<file path="src/rtl/patch_fetch.sv">
// Feeds the age stage one event at a time: reads the event's (2R+1)^2 neighbourhood
// two pixels per beat from the time-surface memory, then writes {ts,pol} back to the centre.
module patch_fetch #(
    parameter int TIMESTAMP_BITS = 16,
    parameter int POLARITY_BITS  = 2,
    parameter int WORD_SIZE      = 18,
    parameter int X_BITS         = 5,
    parameter int Y_BITS         = 5,
    parameter int RADIUS         = 2,
    parameter int TAU            = 32
) (
    input  logic                      clk,
    input  logic                      rst,
    input  logic                      ev_valid,
    output logic                      ev_ready,
    input  logic [X_BITS-1:0]         ev_x,
    input  logic [Y_BITS-1:0]         ev_y,
    input  logic [TIMESTAMP_BITS-1:0] ev_ts,
    input  logic [POLARITY_BITS-1:0]  ev_pol,
    output logic                      mem_ren,
    output logic [X_BITS+Y_BITS-1:0]  mem_raddr1,
    output logic [X_BITS+Y_BITS-1:0]  mem_raddr2,
    input  logic [WORD_SIZE-1:0]      mem_rdata1,
    input  logic [WORD_SIZE-1:0]      mem_rdata2,
    output logic                      mem_wen,
    output logic [X_BITS+Y_BITS-1:0]  mem_waddr,
    output logic [WORD_SIZE-1:0]      mem_wdata,
    output logic [WORD_SIZE-1:0]      read_data1,
    output logic [WORD_SIZE-1:0]      read_data2,
    output logic [1:0]                pix_valid,
    output logic                      out_valid,
    output logic                      out_last,
    output logic [TIMESTAMP_BITS-1:0] ts_tau_diff,
    output logic [TIMESTAMP_BITS-1:0] current_timestamp
);
    localparam int S   = 2 * RADIUS + 1;
    localparam int N   = S * S;
    localparam int NB  = (N + 1) / 2;
    localparam int KW  = $clog2(NB + 1);
    localparam int OW  = $clog2(RADIUS + 1) + 2;
    localparam int CXW = ((X_BITS > OW) ? X_BITS : OW) + 2;
    localparam int CYW = ((Y_BITS > OW) ? Y_BITS : OW) + 2;
    localparam int AW  = X_BITS + Y_BITS;

    localparam logic [KW-1:0]             LAST_K = KW'(NB - 1);
    localparam logic signed [OW-1:0]      RS     = OW'(RADIUS);
    localparam logic signed [OW-1:0]      SS     = OW'(S);
    localparam logic signed [OW-1:0]      ONE    = OW'(1);
    localparam logic signed [OW-1:0]      TWO    = OW'(2);
    localparam logic [TIMESTAMP_BITS-1:0] TAU_V  = TIMESTAMP_BITS'(TAU);

    // Handshake: an event transfers on a rising edge where ev_valid & ev_ready are both high;
    // ev_ready only depends on state and rst, never on ev_valid.
    typedef enum logic [1:0] {IDLE, READ, DRAIN_WR} state_t;
    state_t state, state_nxt;

    logic [X_BITS-1:0]         x_q;
    logic [Y_BITS-1:0]         y_q;
    logic [TIMESTAMP_BITS-1:0] ts_q;
    logic [POLARITY_BITS-1:0]  pol_q;
    logic [TIMESTAMP_BITS-1:0] tsd_q;
    logic [KW-1:0]             k;
    logic signed [OW-1:0]      dx1, dy1, dx2, dy2;
    logic                      ov_q, f1_q, f2_q, last_q;

    logic                      accept;
    logic                      last_beat;
    logic signed [OW-1:0]      dx1_sum, dx2_sum;
    logic signed [CXW-1:0]     cx1, cx2;
    logic signed [CYW-1:0]     cy1, cy2;
    logic                      v1, v2;
    logic [AW-1:0]             addr1, addr2;

    assign accept    = (state == IDLE) && ev_valid && !rst;
    assign last_beat = (k == LAST_K);

    // Neighbour coordinates as signed sums so edges never wrap into the far side.
    assign cx1 = CXW'($signed({1'b0, x_q})) + CXW'(dx1);
    assign cx2 = CXW'($signed({1'b0, x_q})) + CXW'(dx2);
    assign cy1 = CYW'($signed({1'b0, y_q})) + CYW'(dy1);
    assign cy2 = CYW'($signed({1'b0, y_q})) + CYW'(dy2);

    assign v1 = (cx1[CXW-1:X_BITS] == '0) && (cy1[CYW-1:Y_BITS] == '0);
    assign v2 = (cx2[CXW-1:X_BITS] == '0) && (cy2[CYW-1:Y_BITS] == '0) && !last_beat;

    assign addr1 = {cy1[Y_BITS-1:0], cx1[X_BITS-1:0]};
    assign addr2 = {cy2[Y_BITS-1:0], cx2[X_BITS-1:0]};

    assign dx1_sum = dx1 + TWO;
    assign dx2_sum = dx2 + TWO;

    always_ff @(posedge clk) begin
        if (rst) begin
            state <= IDLE;
        end else begin
            state <= state_nxt;
        end
    end

    always_comb begin
        state_nxt = state;
        case (state)
            IDLE:     if (ev_valid) state_nxt = READ;
            READ:     if (last_beat) state_nxt = DRAIN_WR;
            DRAIN_WR: state_nxt = IDLE;
            default:  state_nxt = IDLE;
        endcase
    end

    always_comb begin
        ev_ready   = 1'b0;
        mem_ren    = 1'b0;
        mem_raddr1 = '0;
        mem_raddr2 = '0;
        mem_wen    = 1'b0;
        mem_waddr  = '0;
        mem_wdata  = '0;
        case (state)
            IDLE: ev_ready = !rst;
            READ: begin
                if (!rst) begin
                    mem_ren = 1'b1;
                    if (v1) mem_raddr1 = addr1;
                    if (v2) mem_raddr2 = addr2;
                end
            end
            DRAIN_WR: begin
                if (!rst) begin
                    mem_wen   = 1'b1;
                    mem_waddr = {y_q, x_q};
                    mem_wdata = {ts_q, pol_q};
                end
            end
            default: ;
        endcase
    end

    // Raster walk two pixels per beat; S >= 3 so a +2 step wraps at most one row.
    always_ff @(posedge clk) begin
        if (rst) begin
            x_q   <= '0;
            y_q   <= '0;
            ts_q  <= '0;
            pol_q <= '0;
            tsd_q <= '0;
            k     <= '0;
            dx1   <= '0;
            dy1   <= '0;
            dx2   <= '0;
            dy2   <= '0;
        end else if (accept) begin
            x_q   <= ev_x;
            y_q   <= ev_y;
            ts_q  <= ev_ts;
            pol_q <= ev_pol;
            tsd_q <= (ev_ts >= TAU_V) ? ev_ts - TAU_V : '0;
            k     <= '0;
            dx1   <= -RS;
            dy1   <= -RS;
            dx2   <= -RS + ONE;
            dy2   <= -RS;
        end else if (state == READ) begin
            k <= k + KW'(1);
            if (dx1_sum > RS) begin
                dx1 <= dx1_sum - SS;
                dy1 <= dy1 + ONE;
            end else begin
                dx1 <= dx1_sum;
            end
            if (dx2_sum > RS) begin
                dx2 <= dx2_sum - SS;
                dy2 <= dy2 + ONE;
            end else begin
                dx2 <= dx2_sum;
            end
        end
    end

    // Flags follow the synchronous read by one cycle so they line up with mem_rdata.
    always_ff @(posedge clk) begin
        if (rst) begin
            ov_q   <= 1'b0;
            f1_q   <= 1'b0;
            f2_q   <= 1'b0;
            last_q <= 1'b0;
        end else begin
            ov_q   <= (state == READ);
            f1_q   <= (state == READ) && v1;
            f2_q   <= (state == READ) && v2;
            last_q <= (state == READ) && last_beat;
        end
    end

    assign out_valid         = ov_q;
    assign out_last          = last_q;
    assign pix_valid         = {f2_q, f1_q};
    assign read_data1        = f1_q ? mem_rdata1 : '0;
    assign read_data2        = f2_q ? mem_rdata2 : '0;
    assign ts_tau_diff       = tsd_q;
    assign current_timestamp = ts_q;
endmodule

</file>
<file path="config.mk">
export PLATFORM = sky130hd
export DESIGN_NAME = patch_fetch
export DESIGN_NICKNAME = d
export VERILOG_FILES = /design/src/rtl/patch_fetch.sv
export SDC_FILE = /design/constraint.sdc
export NUM_CORES = 1
export LEC_CHECK = 0
export BUFFER_PORTS_ARGS = -buffer_cell sky130_fd_sc_hd__buf_2
export CORE_AREA = 2 2 96 98
export DETAILED_ROUTE_END_ITERATION = 8
export DIE_AREA = 0 0 98 100
export PLACE_DENSITY = 0.89
export REMOVE_ABC_BUFFERS = 1
export SETUP_SLACK_MARGIN = 0.3
export SYNTH_ARGS = -nofsm -noshare
export SYNTH_HDL_FRONTEND = slang
export SYNTH_SLANG_ARGS = --single-unit
</file>
<file path="constraint.sdc">
create_clock -name clk -period 3.95 [get_ports clk]
set_input_delay 0.1975 -clock clk [delete_from_list [all_inputs] [get_ports clk]]
set_output_delay 0.1975 -clock clk [all_outputs]
set_load 0.03 [all_outputs]
</file>
==> results of run 1 <==
## where the power goes
group	internal (mW)	switching, mW
sequential	0.756	0.0604
clock	0.312	0.299
combinational	0.205	0.344
total	1.27	0.704
## registers in the layout, indices dropped and copies added (netlist names), 2 cells and up
register / cells
dy1: 4
ts_tau_diff: 16
k: 4
pol_q: 2
dy2: 4
y_q: 5
state: 2
current_timestamp: 16
dx1: 4
dx2: 4
x_q: 5
## area by class of cell
class | instances | share of cell area (%)
multi-input combinational | 436 | 49.9
sequential | 70 | 24.8
timing repair buffer | 196 | 17.7
tap | 111 | 2.46
clock buffer | 10 | 2.44
inverter | 22 | 1.46
clock inverter | 6 | 1.24
## kinds of logic after synthesis
kind of cell,Yosys count
buffers and inverters,55
xor gates and xnor gates,28
DFF,70
and+or+nand+nor,250
AOI/OAI and AO/OA,112
adders and majority gates,43
muxes,3
## routing by layer
metal  global-route usage, %  vias to the layer above  wire length (µm)  share of wire (%)
met1                    29.5                     2152              5010                 38
li1                        -                     2253                 -                  -
met5                       0                        -                 0                  0
met3                    5.50                       27              1130                8.5
met2                    49.8                      219              6730                 51
met4                    10.4                        0               318                2.4
## worst reg2reg max path, cell delays in order (launching register included)
cell	delay (ns)
dfxtp_1	0.42
ha_1	0.21
inv_1	0.06
fa_1	0.38
nand2b_1	0.17
a21oi_1	0.17
nor4_1	0.07
a21oi_1	0.76
nor2_1	0.15
## cell usage in the layout, fill, tap and decap left out, types with 2 or more instances in the layout
| master | Yosys | layout |
|---|---|---|
| a211oi_1 | 8 | 8 |
| a21o_1 | 4 | 4 |
| a21oi_1 | 67 | 67 |
| a221oi_1 | 2 | 2 |
| a22oi_1 | 2 | 2 |
| a311oi_1 | 3 | 3 |
| and2_1 | 65 | 65 |
| and3_1 | 2 | 2 |
| buf_2 | 5 | 189 |
| buf_4 | 2 | 7 |
| clkbuf_8 | 0 | 10 |
| clkinvlp_4 | 0 | 3 |
| dfxtp_1 | 70 | 70 |
| fa_1 | 4 | 4 |
| ha_1 | 39 | 39 |
| inv_1 | 22 | 22 |
| mux2i_1 | 3 | 3 |
| nand2_1 | 76 | 76 |
| nand2b_1 | 2 | 2 |
| nand3_1 | 13 | 13 |
| nand3b_1 | 4 | 4 |
| nand4_1 | 3 | 3 |
| nor2_1 | 35 | 35 |
| nor2b_1 | 5 | 5 |
| nor3_1 | 22 | 22 |
| nor3b_1 | 8 | 6 |
| nor3b_2 | 0 | 2 |
| nor4_1 | 6 | 6 |
| o211ai_1 | 2 | 2 |
| o21a_1 | 4 | 4 |
| o21ai_0 | 6 | 6 |
| o22ai_1 | 3 | 3 |
| o31a_1 | 2 | 2 |
| or3_1 | 2 | 2 |
| xnor2_1 | 14 | 14 |
| xor2_1 | 14 | 14 |
## path summary, 6_finish.rpt
| check | startpoint | to | depth (start not counted) |
|---|---|---|---|
| worst min-delay path | ev_y[3] | y_q[3] | 3 |
| worst max register to register | x_q[0] | f2_q | 8 |
| worst max-delay path | x_q[0] | mem_raddr2[5] | 9 |
| worst min register to register | ts_tau_diff[1] | ts_tau_diff[1] | 2 |
==> out/metrics.yaml, run 1 <==
status: "finished, final reports clean"
die_y_um: 100
r2r_slack_ns: 1.41
vias: 4651
rows: 35
hold_viol: 0
syn_area_per_cell_um2: 7.89
cap_violations: 0
gp_congestion: 0.974
p_total_mw: 1.98
wl_per_cell_um: 15.5
async_flop_share_pct: 0
postCtsHoldBufs: 0
clockBufferDepth: 2
dp_cells: 835
area_growth_pct: 27.5
yosysSeqAreaShare_pct: 31.6
skew_ns: 0.0104
worstSkewPairLatency_ns: 0.35
critPathMaxStageDelay_ns: 0.76
ys_seq_elements: 70
preCtsSetupSlack_ns: 1.19
regArea_um2: 1400
cts_max_level: 3
fmax_mhz: 318
ant_nets: 0
netlist_top_cells_count: "nand2_1, dfxtp_1, a21oi_1"
dp_hpwl_mm: 9.89
yosys.area.top_type: "dfxtp_1"
layout_min_cycle_time_ns: 3.15
finalSetupTns_ns: 0
critical_path_required_ns: 3.75
worst_slack_ns: 0.802
path_cells: "ha_1 -> inv_1 -> fa_1 -> nand2b_1 -> a21oi_1 -> nor4_1 -> a21oi_1 -> nor3b_1 -> buf_2"
post_cts_resized: 0
syn_inst: 561
synth-compound-area-share_pct: 15.3
synth_top_area_share_pct: 31.6
startpoint_type: "flip-flop"
setup_violations: 0
ioPinCount: 190
drive_gt1_share_pct: 30.0
initial_core_util_pct: 49.8
crit_slowest_cell: "a21oi_1"
crit_fanout: 11
dpl_cell_area_um2: 5440
post_cts_buffers: 0
crit_arrival_ns: 2.95
yosysMostFrequentCell: "nand2_1"
fill_cells: 750
antenna_found_initial: 0
synth_area_leaders: "dfxtp_1, ha_1, and2_1"
setup.worst_path.end_class: "output pin"
cts_tree: "done"
dr.pass1.iters: 5
synth_edf_count: 0
synth_fa_ha_area_share_pct: 12.8
core_um2: 8890
synth_top_family_by_area: "simple AND/OR/NAND/NOR gates"
whs_ns: 0.0756
finalNetCount: 845
insertedDiodeCount: 0
cpMostUsedCell: "a21oi_1"
cp_top_family: "compound AO/OA/AOI/OAI gates"
grt_max_degree: 65
irDropWorstVdd_v: 0.000226
clk_pin_slew_ns: 0.08
final_area_um2: 5650
instances_no_fill: 851
wl_mm: 13.2
synth.distinct_cells: 51
yosys-mux-area-fraction_pct: 0.678
synth-main-ff-cell: "dfxtp_1"
grt_pass1_wl_mm: 21.2
grt_usage_pct: 26.6
syn_area_um2: 4430
cp_num_buf_inv: 2
drt-initial-drc-count: 317
slew-limit-headroom_pct: 35.0
fin_crit_sh_pct: 79.7
synth_xor_area_share_pct: 5.54
cts_made_buffers: 9
p_leak_nw: 2.81
fin_util_pct: 63.5
cts_root_buffer: "clkbuf_8"
grt_overflow: 0
hold_path_class: "in -> reg"
yosysWarnings: 0
multi_input_area_um2: 2820
dieArea_um2: 9800
via_per_inst: 5.47
synth_simple_gate_area_share_pct: 29.0
rsz0062_at_grt: "false"
clkSinkCount: 70
grt_pass1_vias: 4433
route.detailed.drc: 0
p_per_area_nw_per_um2: 350
fp.dieW_um: 98
critical_path_class: "reg -> out"
final_max_slew_viol_count: 0
io_buffers: 189
worst_pin_slew_ns: 0.974
Power figures use the tool's default switching activity.
==> run 2: changes to the inputs <==
Settings changed: ABC_AREA from default to 1, CORE_AREA 2 2 96 98 to 2 2 101 103, DIE_AREA 0 0 98 100 to 0 0 103 105, PLACE_DENSITY 0.89 to 0.85.
Clock period 3.95 ns to 3.04 ns, I/O delays scaled along.
==> run 2 against run 1 <==
  * Register-to-register slack got worse by 0.29 ns
  * First-iteration DRC count shrank 15%
  * Die area grew 10%
  * Utilization is 1.4 points lower
  * Sequential share of layout area shrank 1.4 points
  * Sequential power grew 31%
  * Cell count grew 21%
  * Non-clock buffer count is 1 higher
  * Clock power up 30%
  * Final area up 6.1%
  * Worst setup slack got worse by 0.36 ns
  * Critical endpoint is now mem_raddr2[1]
==> out/metrics.yaml, run 2 <==
status: "finished, final reports clean"
insertedDiodeCount: 0
worstSkewPairLatency_ns: 0.35
finalNetCount: 999
startpoint_type: "flip-flop"
final_area_um2: 5990
fill_cells: 893
synth.distinct_cells: 33
irDropWorstVdd_v: 0.000257
grt_pass1_vias: 4594
crit_slowest_cell: "fa_1"
area_growth_pct: 28.3
fin_util_pct: 62.1
cts_root_buffer: "clkbuf_8"
worst_slack_ns: 0.444
wl_per_cell_um: 13.2
yosys.area.top_type: "dfxtp_1"
ys_seq_elements: 70
p_switching_mw: 1.05
critical_path_class: "reg -> out"
critPathMaxStageDelay_ns: 0.43
cts_tree: "done"
critical_path_required_ns: 2.89
die_y_um: 105
layout_min_cycle_time_ns: 2.60
hold_path_class: "in -> reg"
clockBufferDepth: 2
ioPinCount: 190
setup_violations: 0
dr.pass1.iters: 4
final_max_slew_viol_count: 0
sw_frac_of_total_pct: 38.4
dieArea_um2: 10800
post_cts_buffers: 0
cp_top_family: "simple AND/OR/NAND/NOR gates"
vias: 4985
cts_max_level: 3
synth-main-ff-cell: "dfxtp_1"
preCtsSetupSlack_ns: 0.564
grt_overflow: 0
gp_congestion: 0.915
fin_crit_sh_pct: 85.4
cts_made_buffers: 9
grt_usage_pct: 24.6
grt_pass1_wl_mm: 21.1
crit_arrival_ns: 2.44
fp.dieW_um: 103
yosysSeqAreaShare_pct: 30.0
clkPwrFrac_pct: 29.0
rows: 36
yosysWarnings: 0
syn_area_um2: 4670
pwr-share-comb_pct: 31.7
finalSetupTns_ns: 0
p_leak_nw: 3.48
dp_cells: 1005
drive_gt1_share_pct: 28.4
syn_inst: 704
io_buffers: 189
whs_ns: 0.0149
dp_hpwl_mm: 10.5
via_per_inst: 4.85
regArea_um2: 1400
r2r_slack_ns: 1.12
multi_input_area_um2: 2640
layout_common_cells: "buf_2, nand2_1, inv_1"
initial_core_util_pct: 48.4
async_flop_share_pct: 0
hold_viol: 0
rsz0062_at_grt: "false"
p_seq_share_pct: 39.3
grt_max_degree: 31
p_per_area_nw_per_um2: 457
synth_area_leaders: "dfxtp_1, nand2_1, inv_1"
power.internal_mw: 1.68
skew_ns: 0.00842
path_cells: "ha_1 -> inv_1 -> fa_1 -> nor2_1 -> nor2_1 -> nand2_1 -> nand2_1 -> nor2_4 -> nand2_4 -> nor2_2 -> buf_2"
syn_area_per_cell_um2: 6.63
clkSinkCount: 70
slew-limit-headroom_pct: 59.6
p_total_mw: 2.74
antenna_found_initial: 0
worst_pin_slew_ns: 0.605
cap_violations: 0
layout_commonest_cell: "buf_2"
ant_nets: 0
instances_no_fill: 1027
drt-initial-drc-count: 271
yosysMostFrequentCell: "nand2_1"
clk_pin_slew_ns: 0.08
cp_num_buf_inv: 2
netlist_top_cells_count: "nand2_1, inv_1, dfxtp_1, nor2_1, ha_1"
wl_mm: 13.6
crit_fanout: 6
fmax_mhz: 385
dpl_cell_area_um2: 5680
synth_edf_count: 0
synth_top_area_share_pct: 30.0
setup.worst_path.end_class: "output pin"
core_um2: 9640
route.detailed.drc: 0
-- run 2: cell types whose count changed after synthesis, moves of 16 or more --
cell      before  now
and2_1        65    0
clkbuf_1      24    8
o21ai_0        6   28
nor3_1        22    5
inv_1         22  139
nor2_2         0   21
nand2_1       76  161
nor2_1        35   70
nand3_1       13   31
a21oi_1       67   33
-- run 2: cell families after synthesis --
family,Yosys count,synth area share [%]
buf+inv,173,14.7
simple gates,303,27.8
compound gates,89,10.4
flops,70,30.0
fa+ha+maj,43,12.2
xor+xnor,26,4.88
-- run 2: what timing repair did --
item | CTS | global route
hold buffers | 4 | 0
endpoints found under the hold margin | 4 | 0
gates cloned | 0 | 2
pin swaps | 0 | 1
gates resized for setup | 2 | 13
endpoints found under the setup margin | 20 | 20
-- run 2: routing by layer --
layer	wire length, µm	GRT usage (%)	up-vias
met1	5270	27.0	2241
met5	0	0	-
met3	1240	6.62	21
met2	6740	44.4	204
li1	-	-	2519
met4	363	8.65	0
-- run 2: power by group through the flow --
stage	Combinational (mW)	Clock (mW)	Sequential, mW
final	0.867	0.794	1.07
after CTS	0.841	0.810	1.07
after detailed placement	0.832	0	1.09
after global routing	0.968	0.845	1.09
after floorplan	0.528	0	1.13
after global placement	0.825	0	1.09
-- run 2: area by class of cell --
type                       count  area share, %
clock buffer                  10           2.30
clock inverter                 6           1.15
inverter                     148           9.28
multi-input combinational    463           44.0
sequential                    70           23.4
tap                          133           2.78
timing repair buffer         197           17.0
-- run 2: path summary, 6_finish.rpt --
kind / end / from / depth (start not counted)
worst max register to register: dy2[3] / dx2[1] / 8
worst min register to register: ts_tau_diff[2] / ts_tau_diff[2] / 2
worst max-delay path: mem_raddr2[1] / dx2[0] / 11
worst min-delay path: y_q[1] / ev_y[1] / 3
-- run 2: worst register-to-register path, delay by kind of cell (launching register included) --
family	cells	cell delay, ns
AO/OA/AOI/OAI	3	0.42
buffers and inverters	2	0.22
flip-flops	1	0.45
AND/OR/NAND/NOR	2	0.35
adder cells (fa/ha/maj)	1	0.35
